--- src/rtl/avg_pkg.sv ---
// Shared types and default widths for the AVG line-segment path.
package avg_pkg;

    localparam int unsigned COORD_W_DEF = 11;
    localparam int unsigned COLOR_W_DEF = 3;

    // One line segment as produced by the AVG core.
    typedef struct packed {
        logic [COORD_W_DEF-1:0] start_x;
        logic [COORD_W_DEF-1:0] start_y;
        logic [COORD_W_DEF-1:0] end_x;
        logic [COORD_W_DEF-1:0] end_y;
        logic [COLOR_W_DEF-1:0] color;
    } line_t;

    localparam int unsigned LINE_W_DEF = $bits(line_t);

endpackage

--- src/rtl/fifo_ptr_ctrl.sv ---
// Pointer, occupancy, status-flag and error-sticky control for a power-of-2 FIFO.
module fifo_ptr_ctrl #(
    parameter int unsigned DEPTH       = 8,
    parameter int unsigned AFULL_LEVEL = 6
) (
    input  logic                       clk_i,
    input  logic                       rst_i,
    input  logic                       flush_i,
    input  logic                       clr_err_i,
    input  logic                       wr_stb_i,
    input  logic                       rd_ack_i,
    output logic                       wr_do_o,
    output logic [$clog2(DEPTH)-1:0]   wr_ptr_o,
    output logic [$clog2(DEPTH)-1:0]   rd_ptr_o,
    output logic [$clog2(DEPTH):0]     count_o,
    output logic [$clog2(DEPTH):0]     hwm_o,
    output logic                       full_o,
    output logic                       empty_o,
    output logic                       almost_full_o,
    output logic                       overflow_o,
    output logic                       underflow_o
);

    localparam int unsigned AW = $clog2(DEPTH);
    localparam int unsigned CW = AW + 1;

    logic [AW-1:0] wr_ptr_q, wr_ptr_d, rd_ptr_q, rd_ptr_d;
    logic [CW-1:0] count_q, count_d, hwm_q, hwm_d;
    logic          overflow_q, overflow_d, underflow_q, underflow_d;
    logic          full, empty, rd_do, wr_do;

    assign full  = (count_q == CW'(DEPTH));
    assign empty = (count_q == '0);

    // Next-state for pointers, count, high-water mark and error stickies.
    always_comb begin
        rd_do       = rd_ack_i & ~empty;
        // A read in the same cycle frees a slot, so a full queue still accepts.
        wr_do       = wr_stb_i & (~full | rd_do);
        wr_ptr_d    = wr_ptr_q;
        rd_ptr_d    = rd_ptr_q;
        count_d     = count_q;
        overflow_d  = overflow_q;
        underflow_d = underflow_q;
        hwm_d       = hwm_q;
        if (flush_i) begin
            wr_ptr_d    = '0;
            rd_ptr_d    = '0;
            count_d     = '0;
            overflow_d  = 1'b0;
            underflow_d = 1'b0;
            hwm_d       = '0;
        end else begin
            if (rd_do) rd_ptr_d = rd_ptr_q + AW'(1);
            if (wr_do) wr_ptr_d = wr_ptr_q + AW'(1);
            unique case ({wr_do, rd_do})
                2'b10:   count_d = count_q + CW'(1);
                2'b01:   count_d = count_q - CW'(1);
                default: count_d = count_q;
            endcase
            // Error event in the same cycle as clr_err keeps the flag set.
            if (wr_stb_i & full & ~rd_do) overflow_d = 1'b1;
            else if (clr_err_i)           overflow_d = 1'b0;
            if (rd_ack_i & empty)         underflow_d = 1'b1;
            else if (clr_err_i)           underflow_d = 1'b0;
            if (clr_err_i || (count_d > hwm_q)) hwm_d = count_d;
        end
    end

    // State registers with synchronous reset.
    always_ff @(posedge clk_i) begin
        if (rst_i) begin
            wr_ptr_q    <= '0;
            rd_ptr_q    <= '0;
            count_q     <= '0;
            hwm_q       <= '0;
            overflow_q  <= 1'b0;
            underflow_q <= 1'b0;
        end else begin
            wr_ptr_q    <= wr_ptr_d;
            rd_ptr_q    <= rd_ptr_d;
            count_q     <= count_d;
            hwm_q       <= hwm_d;
            overflow_q  <= overflow_d;
            underflow_q <= underflow_d;
        end
    end

    assign wr_do_o       = wr_do & ~flush_i;
    assign wr_ptr_o      = wr_ptr_q;
    assign rd_ptr_o      = rd_ptr_q;
    assign count_o       = count_q;
    assign hwm_o         = hwm_q;
    assign full_o        = full;
    assign empty_o       = empty;
    assign almost_full_o = (count_q >= CW'(AFULL_LEVEL));
    assign overflow_o    = overflow_q;
    assign underflow_o   = underflow_q;

endmodule

--- src/rtl/line_seg_fifo.sv ---
// Line-segment queue between the AVG core and the vector rasteriser.
// Holds the storage array, write-strobe generation and the show-ahead output mask.
module line_seg_fifo
    import avg_pkg::*;
#(
    parameter int unsigned COORD_W     = COORD_W_DEF,
    parameter int unsigned COLOR_W     = COLOR_W_DEF,
    parameter int unsigned DEPTH       = 8,
    parameter int unsigned AFULL_LEVEL = 6,
    parameter bit          EDGE_WRITE  = 1'b1
) (
    input  logic                          clk_i,
    input  logic                          rst_i,
    input  logic                          flush_i,
    input  logic                          clr_err_i,
    input  logic                          wr_req_i,
    input  logic [4*COORD_W+COLOR_W-1:0]  wr_line_i,
    input  logic                          rd_ack_i,
    output logic [4*COORD_W+COLOR_W-1:0]  rd_line_o,
    output logic                          rd_valid_o,
    output logic                          full_o,
    output logic                          empty_o,
    output logic                          almost_full_o,
    output logic [$clog2(DEPTH):0]        count_o,
    output logic [$clog2(DEPTH):0]        hwm_o,
    output logic                          overflow_o,
    output logic                          underflow_o
);

    localparam int unsigned LINE_W = 4 * COORD_W + COLOR_W;
    localparam int unsigned AW     = $clog2(DEPTH);

    logic [LINE_W-1:0] mem_q [DEPTH];
    logic              wr_req_q;
    logic              wr_stb, wr_do, empty;
    logic [AW-1:0]     wr_ptr, rd_ptr;

    assign wr_stb = EDGE_WRITE ? (wr_req_i & ~wr_req_q) : wr_req_i;

    // Write-request history for edge detection; tracks through flush too.
    always_ff @(posedge clk_i) begin
        if (rst_i) wr_req_q <= 1'b0;
        else       wr_req_q <= wr_req_i;
    end

    // Storage array; contents need no reset.
    always_ff @(posedge clk_i) begin
        if (wr_do) mem_q[wr_ptr] <= wr_line_i;
    end

    fifo_ptr_ctrl #(
        .DEPTH       (DEPTH),
        .AFULL_LEVEL (AFULL_LEVEL)
    ) u_ctrl (
        .clk_i         (clk_i),
        .rst_i         (rst_i),
        .flush_i       (flush_i),
        .clr_err_i     (clr_err_i),
        .wr_stb_i      (wr_stb),
        .rd_ack_i      (rd_ack_i),
        .wr_do_o       (wr_do),
        .wr_ptr_o      (wr_ptr),
        .rd_ptr_o      (rd_ptr),
        .count_o       (count_o),
        .hwm_o         (hwm_o),
        .full_o        (full_o),
        .empty_o       (empty),
        .almost_full_o (almost_full_o),
        .overflow_o    (overflow_o),
        .underflow_o   (underflow_o)
    );

    // Show-ahead head entry, forced to zero when nothing is queued.
    always_comb begin
        rd_line_o = '0;
        if (!empty) rd_line_o = mem_q[rd_ptr];
    end

    assign empty_o    = empty;
    assign rd_valid_o = ~empty;

endmodule
--- config.mk ---
export PLATFORM = sky130hd
export DESIGN_NAME = line_seg_fifo
export DESIGN_NICKNAME = d
export VERILOG_FILES = /design/src/rtl/avg_pkg.sv /design/src/rtl/fifo_ptr_ctrl.sv /design/src/rtl/line_seg_fifo.sv
export SDC_FILE = /design/constraint.sdc
export NUM_CORES = 1
export LEC_CHECK = 0
export ABC_AREA = 1
export CORE_MARGIN = 3
export CORE_UTILIZATION = 58
export DETAILED_ROUTE_END_ITERATION = 8
export GPL_TIMING_DRIVEN = 0
export PLACE_DENSITY = 0.75
export SETUP_SLACK_MARGIN = 0.05
export SYNTH_ARGS = -nofsm -noshare
export SYNTH_HDL_FRONTEND = slang
export SYNTH_SLANG_ARGS = --single-unit
--- constraint.sdc ---
create_clock -name clk_i -period 9.2 [get_ports clk_i]
set_input_delay 1.84 -clock clk_i [delete_from_list [all_inputs] [get_ports clk_i]]
set_output_delay 1.84 -clock clk_i [all_outputs]
set_load 0.1 [all_outputs]
==> flow_metrics.env <==
export IMPL_outcome="completed"
export IMPL_r2r_end="u_ctrl.hwm_o[3]"
export IMPL_synth_xor_area_share_pct=0.169
export IMPL_synth_compound_area_share_pct=12.2
export IMPL_post_cts_buffers=0
export IMPL_synth_area_sq_um=15600
export IMPL_layout_commonest_cell="edfxtp_1"
export IMPL_synth_seq_cells=396
export IMPL_cts_root_buf="clkbuf_16"
export IMPL_synth_seq_area_share_pct=75.0
export IMPL_crit_path_max_fanout=10
export IMPL_dp_hpwl_um=24400
export IMPL_die_h_um=170
export IMPL_rsz0062_at_grt="no"
export IMPL_gr_usage_all_layers_pct=25.3
export IMPL_area_delta_synth_final_pct=20.6
export IMPL_max_slew_margin_pct=31.5
export IMPL_antenna_left=0
export IMPL_critPathKind="reg -> out"
export IMPL_drive_above_1_share_pct=9.23
export IMPL_setup_viol=0
export IMPL_finalSetupTns_ns=0
export IMPL_final_nets=1465
export IMPL_reg2reg_setup_slack_ns=6.18
export IMPL_min_from="u_ctrl.underflow_o"
export IMPL_hold_ws_ns=0.464
export IMPL_cts_sinks=396
export IMPL_grt_pass1_vias=10400
export IMPL_p_per_area_nw_per_um2=214
export IMPL_setup_ws_ns=3.68
export IMPL_synth_edff_count=376
export IMPL_io_pins=114
export IMPL_dp_slack_ns=4.24
export IMPL_grt_max_degree=24
export IMPL_ys_flop_type="edfxtp_1"
export IMPL_crit_path_start_kind="register"
export IMPL_crit_chain="inv_1, buf_2, clkbuf_1, o21ai_0, o22ai_1, o21ai_1, a31oi_1, clkdlybuf4s50_1"
export IMPL_clk_latency_ns=0.53
export IMPL_core_area_sq_um=26200
export IMPL_cts_htree_levels=2
export IMPL_async_reset_ff_share_pct=0
export IMPL_cap_violations=0
export IMPL_ctsResizeCount=0
export IMPL_p_total_w=0.00403
export IMPL_synth_mux_area_share_pct=0
export IMPL_antenna_found_initial=1
export IMPL_utilization_pct=71.7
export IMPL_slowest_stage="clkdlybuf4s50_1"
export IMPL_clk_pin_slew_worst_paths_ns=0.06
export IMPL_grt_pass1_wl_um=56400
export IMPL_vias_per_cell=5.93
export IMPL_hp_class="reg -> reg"
export IMPL_ys_warnings_count=0
export IMPL_vias=10500
export IMPL_finalMaxSlewViolations=0
export IMPL_cp_arrival_ns=3.68
export IMPL_fin_crit_sh_pct=59.9
export IMPL_portBuffers=113
export IMPL_p_leak_nw=6.32
export IMPL_post_route_drc_count=0
export IMPL_grt_overflow_total=0
export IMPL_rows=59
export IMPL_netlist_instances=1220
export IMPL_holdPathEnd="u_ctrl.underflow_o"
export IMPL_reg2reg_from="u_ctrl.count_o[2]"
export IMPL_max_freq_ghz=0.181
export IMPL_numCtsBuffers=40
export IMPL_peakVddDrop_mv=0.135
export IMPL_fin_skew_ns=0.0130
export IMPL_finalHoldViolCount=0
export IMPL_synthSimpleGateAreaFrac_pct=9.03
export IMPL_drt_iter0_drc=1104
export IMPL_routabilityCongestion=0.802
export IMPL_worstPathRequired_ns=7.36
export IMPL_end_kind="output port"
export IMPL_postSynthNetCount=1280
export IMPL_layout_common_cells="376 x edfxtp_1, 290 x nor2_1, 233 x o21ai_0"
export IMPL_syn_area_per_cell_sq_um=12.8
export IMPL_worst_pin_slew_ns=1.02
export IMPL_routedWlPerCell_um=20.9
export IMPL_start_util_pct=59.5
export IMPL_cts_hold_fix_buffers=0
export IMPL_ys_types=32
export IMPL_synth_top_family_by_area="compound AO/OA/AOI/OAI gates"
export IMPL_synth_adder_area_share_pct=0.562
export IMPL_wirelength_um=36800
export IMPL_die_w_um=170
export IMPL_max_stage_delay_ns=1.20
export IMPL_cts_tree="yes"
export IMPL_drt_pass1_iter_count=5
export IMPL_worstHoldPathCells=2
export IMPL_clock_path_buffers=3
export IMPL_r2r_cells=21
export IMPL_antenna_cells=0
export IMPL_period_needed_ns=5.52
export IMPL_dieArea_sq_um=28900
## worst max path at each step
stage | startpoint | endpoint | depth (start not counted)
3_3_place_gp | rd_ack_i | mem_q[4][42] | 6
4_1_cts | register | rd_line_o[39] | 6
2_1_floorplan | wr_req_i | mem_q[4][0] | 5
3_5_place_dp | register | rd_line_o[39] | 6
6_report | register | rd_line_o[36] | 8
5_1_grt | register | rd_line_o[16] | 8
## logic make-up after synthesis
family | after synthesis
xor+xnor | 3
buf+inv | 110
simple gates | 348
fa+ha+maj | 7
flops | 396
compound gates | 356
## sequential cells by signal (all words and copies together), names as in the netlist, named ones only
name,count
u_ctrl.rd_ptr_o,3
u_ctrl.hwm_o,4
wr_req_q,1
u_ctrl.wr_ptr_o,3
u_ctrl.overflow_o,1
u_ctrl.count_o,4
u_ctrl.underflow_o,1
mem_q,376
## per-stage QoR
| stage | cell area, sq um | std cells |
|---|---|---|
| 2_1_floorplan | 15600 | 1220 |
| 3_3_place_gp | 17100 | 1668 |
| 3_5_place_dp | 17600 | 1698 |
| 4_1_cts | 18800 | 1765 |
| 5_1_grt | 18800 | 1765 |
| 6_report | 18800 | 1765 |
## layout make-up
cell class                      count  area, sq um
Sequential cell                   396        11700
Fill cell                        1719         7410
Multi-Input combinational cell    714         3470
Timing Repair Buffer              143         1540
Clock buffer                       48         1050
Tap cell                          335          419
Buffer                             76          337
Clock inverter                     19          149
Inverter                           34          130
## worst max-delay path: cells and delay by family, from the launching register on
family,cells,cell delay [ns]
buf+inv,4,2.02
flops,1,0.39
compound gates,4,0.74
## per-layer routing
metal / track usage, % / up-vias / share of wire [%]
met5: 0 / - / 0.035
met4: 8.32 / 2 / 2.2
met3: 3.83 / 68 / 6.8
met2: 42.9 / 495 / 50
met1: 34.2 / 5063 / 41
li1: - / 4838 / -
## synth_stat cells (2+ instances only)
| master | number | area, sq um |
|---|---|---|
| nor2_1 | 293 | 1100 |
| o21ai_0 | 233 | 1170 |
| nand3_1 | 7 | 35.0 |
| buf_2 | 23 | 115 |
| buf_4 | 4 | 30.0 |
| dfxtp_1 | 20 | 400 |
| nor3_1 | 4 | 20.0 |
| nand3_2 | 3 | 30.0 |
| a21oi_1 | 13 | 65.1 |
| nand4_1 | 2 | 12.5 |
| clkbuf_1 | 46 | 173 |
| nand2_2 | 4 | 25.0 |
| nand2_1 | 28 | 105 |
| ha_1 | 7 | 87.6 |
| xor2_1 | 3 | 26.3 |
| buf_1 | 2 | 7.51 |
| inv_1 | 32 | 120 |
| o21ai_1 | 15 | 75.1 |
| edfxtp_1 | 376 | 11300 |
| a31oi_1 | 47 | 294 |
| o22ai_1 | 47 | 294 |
## where the power goes
group	total, W	switching, W	internal (W)
Clock	0.00150	0.000636	0.000868
Sequential	0.00200	0.00000859	0.00199
Combinational	0.000522	0.000394	0.000128
No activity file was read; power rests on OpenSTA's default activity.
